===== src/rtl/pdm_capture.sv =====
// PDM microphone capture: divides the system clock into a PDM clock, samples one or
// two channels on opposite PDM clock phases, packs samples MSB-first into words and
// queues completed words in a small FIFO with a sticky overrun flag.
module pdm_capture #(
    parameter int unsigned WORD_W     = 16,
    parameter int unsigned CLK_DIV    = 100,
    parameter int unsigned STEREO     = 0,
    parameter int unsigned FIFO_DEPTH = 4
) (
    input  logic              clock,
    input  logic              reset,
    input  logic              enable,
    input  logic              chan_sel,
    input  logic              data_in,
    output logic              pdm_clk_o,
    output logic              pdm_irsel_o,
    output logic [WORD_W-1:0] data,
    output logic              data_chan,
    output logic              valid,
    input  logic              ready,
    output logic              overrun,
    input  logic              clear_overrun
);

    localparam int unsigned CNT_W = $clog2(CLK_DIV);
    localparam int unsigned BC_W  = $clog2(WORD_W);
    localparam int unsigned AW    = $clog2(FIFO_DEPTH);

    localparam logic [CNT_W-1:0] CNT_HALF  = CNT_W'(CLK_DIV / 2);
    localparam logic [CNT_W-1:0] CNT_CH0   = CNT_W'(CLK_DIV / 2 - 1);
    localparam logic [CNT_W-1:0] CNT_LAST  = CNT_W'(CLK_DIV - 1);
    localparam logic [BC_W-1:0]  BC_LAST   = BC_W'(WORD_W - 1);

    typedef enum logic [0:0] {StIdle, StRun} state_e;

    state_e             r_state;
    state_e             w_state_d;
    logic               w_run;
    logic               r_sel;
    logic [CNT_W-1:0]   r_cnt;

    // Only WORD_W-1 bits need storing; the final sample completes the word on the fly.
    logic [WORD_W-2:0]  r_sh [2];
    logic [BC_W-1:0]    r_bc [2];
    logic [WORD_W-1:0]  w_shift [2];
    logic [1:0]         w_samp;
    logic [1:0]         w_done;

    logic               w_push;
    logic               w_push_chan;
    logic [WORD_W-1:0]  w_push_word;

    logic [WORD_W:0]    r_mem [FIFO_DEPTH];
    logic [AW:0]        r_wptr;
    logic [AW:0]        r_rptr;
    logic [WORD_W:0]    w_head;
    logic               w_empty;
    logic               w_full;
    logic               w_pop;
    logic               w_wr;
    logic               w_drop;

    // State register.
    always_ff @(posedge clock) begin
        if (reset) begin
            r_state <= StIdle;
        end else begin
            r_state <= w_state_d;
        end
    end

    // Next-state logic: enable alone moves between IDLE and RUN.
    always_comb begin
        w_state_d = r_state;
        unique case (r_state)
            StIdle:  if (enable)  w_state_d = StRun;
            StRun:   if (!enable) w_state_d = StIdle;
            default: w_state_d = StIdle;
        endcase
    end

    // FSM-derived outputs: microphone clock and channel strap.
    always_comb begin
        w_run       = (r_state == StRun);
        pdm_clk_o   = w_run && (r_cnt < CNT_HALF);
        pdm_irsel_o = (STEREO != 0) ? 1'b0 : r_sel;
    end

    // Channel select is captured only on the IDLE->RUN transition.
    always_ff @(posedge clock) begin
        if (reset) begin
            r_sel <= 1'b0;
        end else if (r_state == StIdle && enable) begin
            r_sel <= chan_sel;
        end
    end

    // Divider counter; forced to 0 whenever the next cycle is not a RUN cycle.
    always_ff @(posedge clock) begin
        if (reset || !(w_run && enable)) begin
            r_cnt <= '0;
        end else if (r_cnt == CNT_LAST) begin
            r_cnt <= '0;
        end else begin
            r_cnt <= r_cnt + 1'b1;
        end
    end

    // Sample strobes and word completion per channel; channels never strobe together.
    always_comb begin
        w_samp[0] = w_run && (r_cnt == CNT_CH0)  && ((STEREO != 0) || !r_sel);
        w_samp[1] = w_run && (r_cnt == CNT_LAST) && ((STEREO != 0) || r_sel);
        for (int c = 0; c < 2; c++) begin
            w_shift[c] = {r_sh[c], data_in};
            w_done[c]  = w_samp[c] && (r_bc[c] == BC_LAST);
        end
        w_push      = |w_done;
        w_push_chan = w_done[1];
        w_push_word = w_done[1] ? w_shift[1] : w_shift[0];
    end

    // Shift registers and bit counters; any exit from RUN discards the partial word.
    always_ff @(posedge clock) begin
        for (int c = 0; c < 2; c++) begin
            if (reset || !(w_run && enable)) begin
                r_sh[c] <= '0;
                r_bc[c] <= '0;
            end else if (w_samp[c]) begin
                r_sh[c] <= w_shift[c][WORD_W-2:0];
                r_bc[c] <= w_done[c] ? '0 : r_bc[c] + 1'b1;
            end
        end
    end

    // FIFO status and handshake; a pop frees the slot for a same-cycle push.
    always_comb begin
        w_empty = (r_wptr == r_rptr);
        w_full  = (r_wptr[AW] != r_rptr[AW]) && (r_wptr[AW-1:0] == r_rptr[AW-1:0]);
        w_pop   = !w_empty && ready;
        w_wr    = w_push && (!w_full || w_pop);
        w_drop  = w_push && w_full && !w_pop;
        w_head  = r_mem[r_rptr[AW-1:0]];
        valid     = !w_empty;
        data      = w_empty ? '0 : w_head[WORD_W-1:0];
        data_chan = !w_empty && w_head[WORD_W];
    end

    // FIFO storage; stale entries are never visible since outputs are gated by empty.
    always_ff @(posedge clock) begin
        if (w_wr) begin
            r_mem[r_wptr[AW-1:0]] <= {w_push_chan, w_push_word};
        end
    end

    // FIFO pointers and sticky overrun; a drop beats a simultaneous clear.
    always_ff @(posedge clock) begin
        if (reset) begin
            r_wptr  <= '0;
            r_rptr  <= '0;
            overrun <= 1'b0;
        end else begin
            if (w_wr) begin
                r_wptr <= r_wptr + 1'b1;
            end
            if (w_pop) begin
                r_rptr <= r_rptr + 1'b1;
            end
            if (w_drop) begin
                overrun <= 1'b1;
            end else if (clear_overrun) begin
                overrun <= 1'b0;
            end
        end
    end

endmodule


===== config.mk =====
export PLATFORM = sky130hd
export DESIGN_NAME = pdm_capture
export DESIGN_NICKNAME = d
export VERILOG_FILES = /design/src/rtl/pdm_capture.sv
export SDC_FILE = /design/constraint.sdc
export NUM_CORES = 1
export LEC_CHECK = 0
export BUFFER_PORTS_ARGS = -buffer_cell sky130_fd_sc_hd__buf_4
export CAP_MARGIN = 40
export CELL_PAD_IN_SITES_DETAIL_PLACEMENT = 1
export CELL_PAD_IN_SITES_GLOBAL_PLACEMENT = 2
export CORE_MARGIN = 2
export CORE_UTILIZATION = 31
export CTS_CLUSTER_DIAMETER = 40
export DETAILED_ROUTE_END_ITERATION = 7
export MAX_ROUTING_LAYER = met4
export PLACE_DENSITY = 0.58
export SLEW_MARGIN = 20
export SYNTH_ARGS = -nofsm -noshare
export SYNTH_HDL_FRONTEND = slang
export SYNTH_SLANG_ARGS = --single-unit
export TNS_END_PERCENT = 50

===== constraint.sdc =====
create_clock -name clock -period 3.4 [get_ports clock]
set_input_delay 0 -clock clock [delete_from_list [all_inputs] [get_ports clock]]
set_output_delay 0 -clock clock [all_outputs]
set_load 0.02 [all_outputs]

==> impl_metrics.tcl <==
set metrics [dict create \
    postSynthCellCount 346 \
    ys_ff_latch 124 \
    dp.cells 594 \
    crit_family "buffers and inverters" \
    status "completed" \
    ys.flop_type "edfxtp_1" \
    synth-simple-area-share_pct 15.55 \
    instances_no_fill 635 \
    wl_per_cell_um 16.05 \
    die_y_um 133.0 \
    skew_ns 0.005823 \
    io_buffers 27 \
    rsz0062_at_grt "no" \
    cp.required_ns 3.75 \
    synth_top_area_share_pct 61.72 \
    syn_avg_cell_area_sq_um 14.91 \
    grt_pass1_vias 2997 \
    synth_edf_count 106 \
    finalPower_mw 3.555 \
    crit_type "flip-flop to flip-flop" \
    grt_pass1_wl_um 16750 \
    crit_path_end_kind "flip-flop" \
    slew_violations 0 \
    drc 0 \
    yosysTopAreaCell "edfxtp_1" \
    fp.dieW_um 133.0 \
    dp_hpwl_um 6685 \
    period_needed_ns 2.612 \
    clk_latency_ns 0.41 \
    relSlewSlack_pct 58.22 \
    cts_sinks 124 \
    cts_buffers 17 \
    critical_path_buf_inv_count 3 \
    yosys.area_share.adder_pct 2.183 \
    synth_top_family_by_area "simple AND/OR/NAND/NOR gates" \
    grt_usage_pct 12.94 \
    setup_violations 0 \
    clk_root_buffer_cell "clkbuf_16" \
    cp_data_arrival_time_ns 2.97 \
    drtAntennaViolNets 0 \
    critical-path-max-stage-delay_ns 0.55 \
    vias_per_cell 4.501 \
    grt_start_max_net_pins 21 \
    syn2layout_area_growth_pct 23.80 \
    synthXorXnorAreaFrac_pct 2.208 \
    synth_area_sq_um 5157 \
    async_flop_share_pct 0 \
    std_cell_rows 47 \
    cpMaxStageDelayCell "dlygate4sd3_1" \
    hold_class "input pin to flip-flop" \
    worstSetupStartpointType "flip-flop" \
    synth_cell_types 35 \
    peakVddDrop_mv 0.3661 \
    overflow 0 \
    initial_utilization_pct 31.43 \
    num_antenna_cells 0 \
    nNetsFinal 418 \
    drv_cap 0 \
    cts_tree "done" \
    ys_warn_count 0 \
    synthTopCellsByArea "edfxtp_1 62%, mux4_2 7.4%, dfxtp_1 7.0%" \
    tns_ns 0 \
    vias 2858 \
    clock_path_buffers 2 \
    gp_congestion 0.7128 \
    drt-pass1-iter-count 4 \
    tightest_slew_ns 0.6251 \
    dr.first_iter.drc_count 141 \
    hold_violations 0 \
    clk_pin_slew_ns 0.05 \
    power_leakage_nw 2.271 \
    ys_seq_area_share_pct 68.70 \
    cp_max_fo 20 \
    cts_setup_buffers 0 \
    antenna_found_initial 0 \
    cp_cell_sequence "ha_1 > nand4b_1 > or3_1 > buf_4 > inv_2 > o21ai_0 > a21oi_1 > dlygate4sd3_1" \
    drive_gt1_share_pct 22.17 \
    h-tree-depth 4 \
    routed_wl_um 10190 \
    core_area_sq_um 16410 \
    fmax_mhz 382.8 \
    yosysMostFrequentCell "edfxtp_1" \
    synth_common_cells "106 x edfxtp_1, 48 x nand2_1, 36 x and2_1" \
    ioPinCount 28 \
    finalCritPeriodShare_pct 76.83 \
    power_density_nw_per_um2 556.8 \
    ff2ff_setup_slack_ns 0.79 \
    design.die.area_sq_um 17690 \
    muxShareOfSynthArea_pct 8.443 \
    synth_compound_gate_area_share_pct 1.601 \
    synth_nets 362 \
]
## metrics by stage
step	hold WS, ns	util (%)	area, sq um	worst slack (ns)
detailed placement	0.2658	34.70	5693	0.9858
finish	0.04304	38.92	6385	0.7879
CTS	0.03640	38.89	6380	0.7180
global route	0.06993	38.92	6385	0.4973
global placement	0.2446	34.61	5678	1.066
floorplan	0.07892	-	5157	0.6135
## state kept, by name, summed over array words and instances (netlist names), named ones only
name         cells
overrun          1
pdm_irsel_o      1
r_bc             8
r_cnt            7
r_mem           68
r_rptr           3
r_sh            30
r_state          1
r_wptr           3
## final cells by class
type                            instances  area [sq um]
Fill cell                            1658         10020
Timing Repair Buffer                   48         385.4
Tap cell                              220         275.3
Inverter                                6         22.52
Multi-Input combinational cell        205          1551
Clock inverter                         13         173.9
Clock buffer                           19         432.9
Sequential cell                       124          3543
## cells in the final DEF, fill, tap and decap left out, drive strengths merged, types with 6 or more instances in the layout
cell type	n
edfxtp	106
nand2	48
buf	39
and2	36
nor2b	20
clkbuf	20
nor2	19
dfxtp	18
mux4	17
xor2	11
ha	9
dlygate4sd3	8
clkinv	7
nand3	6
inv	6
## logic make-up after synthesis
| family | after synthesis |
|---|---|
| AND/OR/NAND/NOR | 150 |
| flip-flops | 124 |
| multiplexers | 22 |
| buffers and inverters | 17 |
| XOR/XNOR | 13 |
| AO/OA/AOI/OAI | 11 |
| adder cells (fa/ha/maj) | 9 |
## report_power, final
part           internal (mW)  switching [mW]
sequential              1.65         0.00842
combinational         0.0184          0.0249
clock                   1.22           0.636
## worst paths after layout
| check | start | end | cells past startpoint |
|---|---|---|---|
| worst max-delay path | r_cnt[0] | overrun | 8 |
| worst min-delay path | ready | r_rptr[0] | 4 |
| worst max register to register | r_cnt[0] | overrun | 8 |
| worst min register to register | r_cnt[0] | r_cnt[0] | 1 |
## routing by layer
layer  up-vias  GRT usage, %  wire [um]
li1       1365             -          -
met1      1441         16.82       4887
met2        36         19.46       4821
met3        16         2.912        295
met4         0         5.735        187
met5         -             -          0
## repair_timing
item                       CTS  global route
gates resized for setup      0             0
setup endpoints to repair    0             0
hold endpoints to repair    16             0
hold buffers                 8             0
## worst reg2reg max path: stages, from the launching register on
cell and delay, ns:
dfxtp_1 0.37, ha_1 0.23, nand4b_1 0.18, or3_1 0.38, buf_4 0.22, inv_2 0.30, o21ai_0 0.17, a21oi_1 0.17
dlygate4sd3_1 0.55
Note: power is estimated with default switching activity, not from simulation.
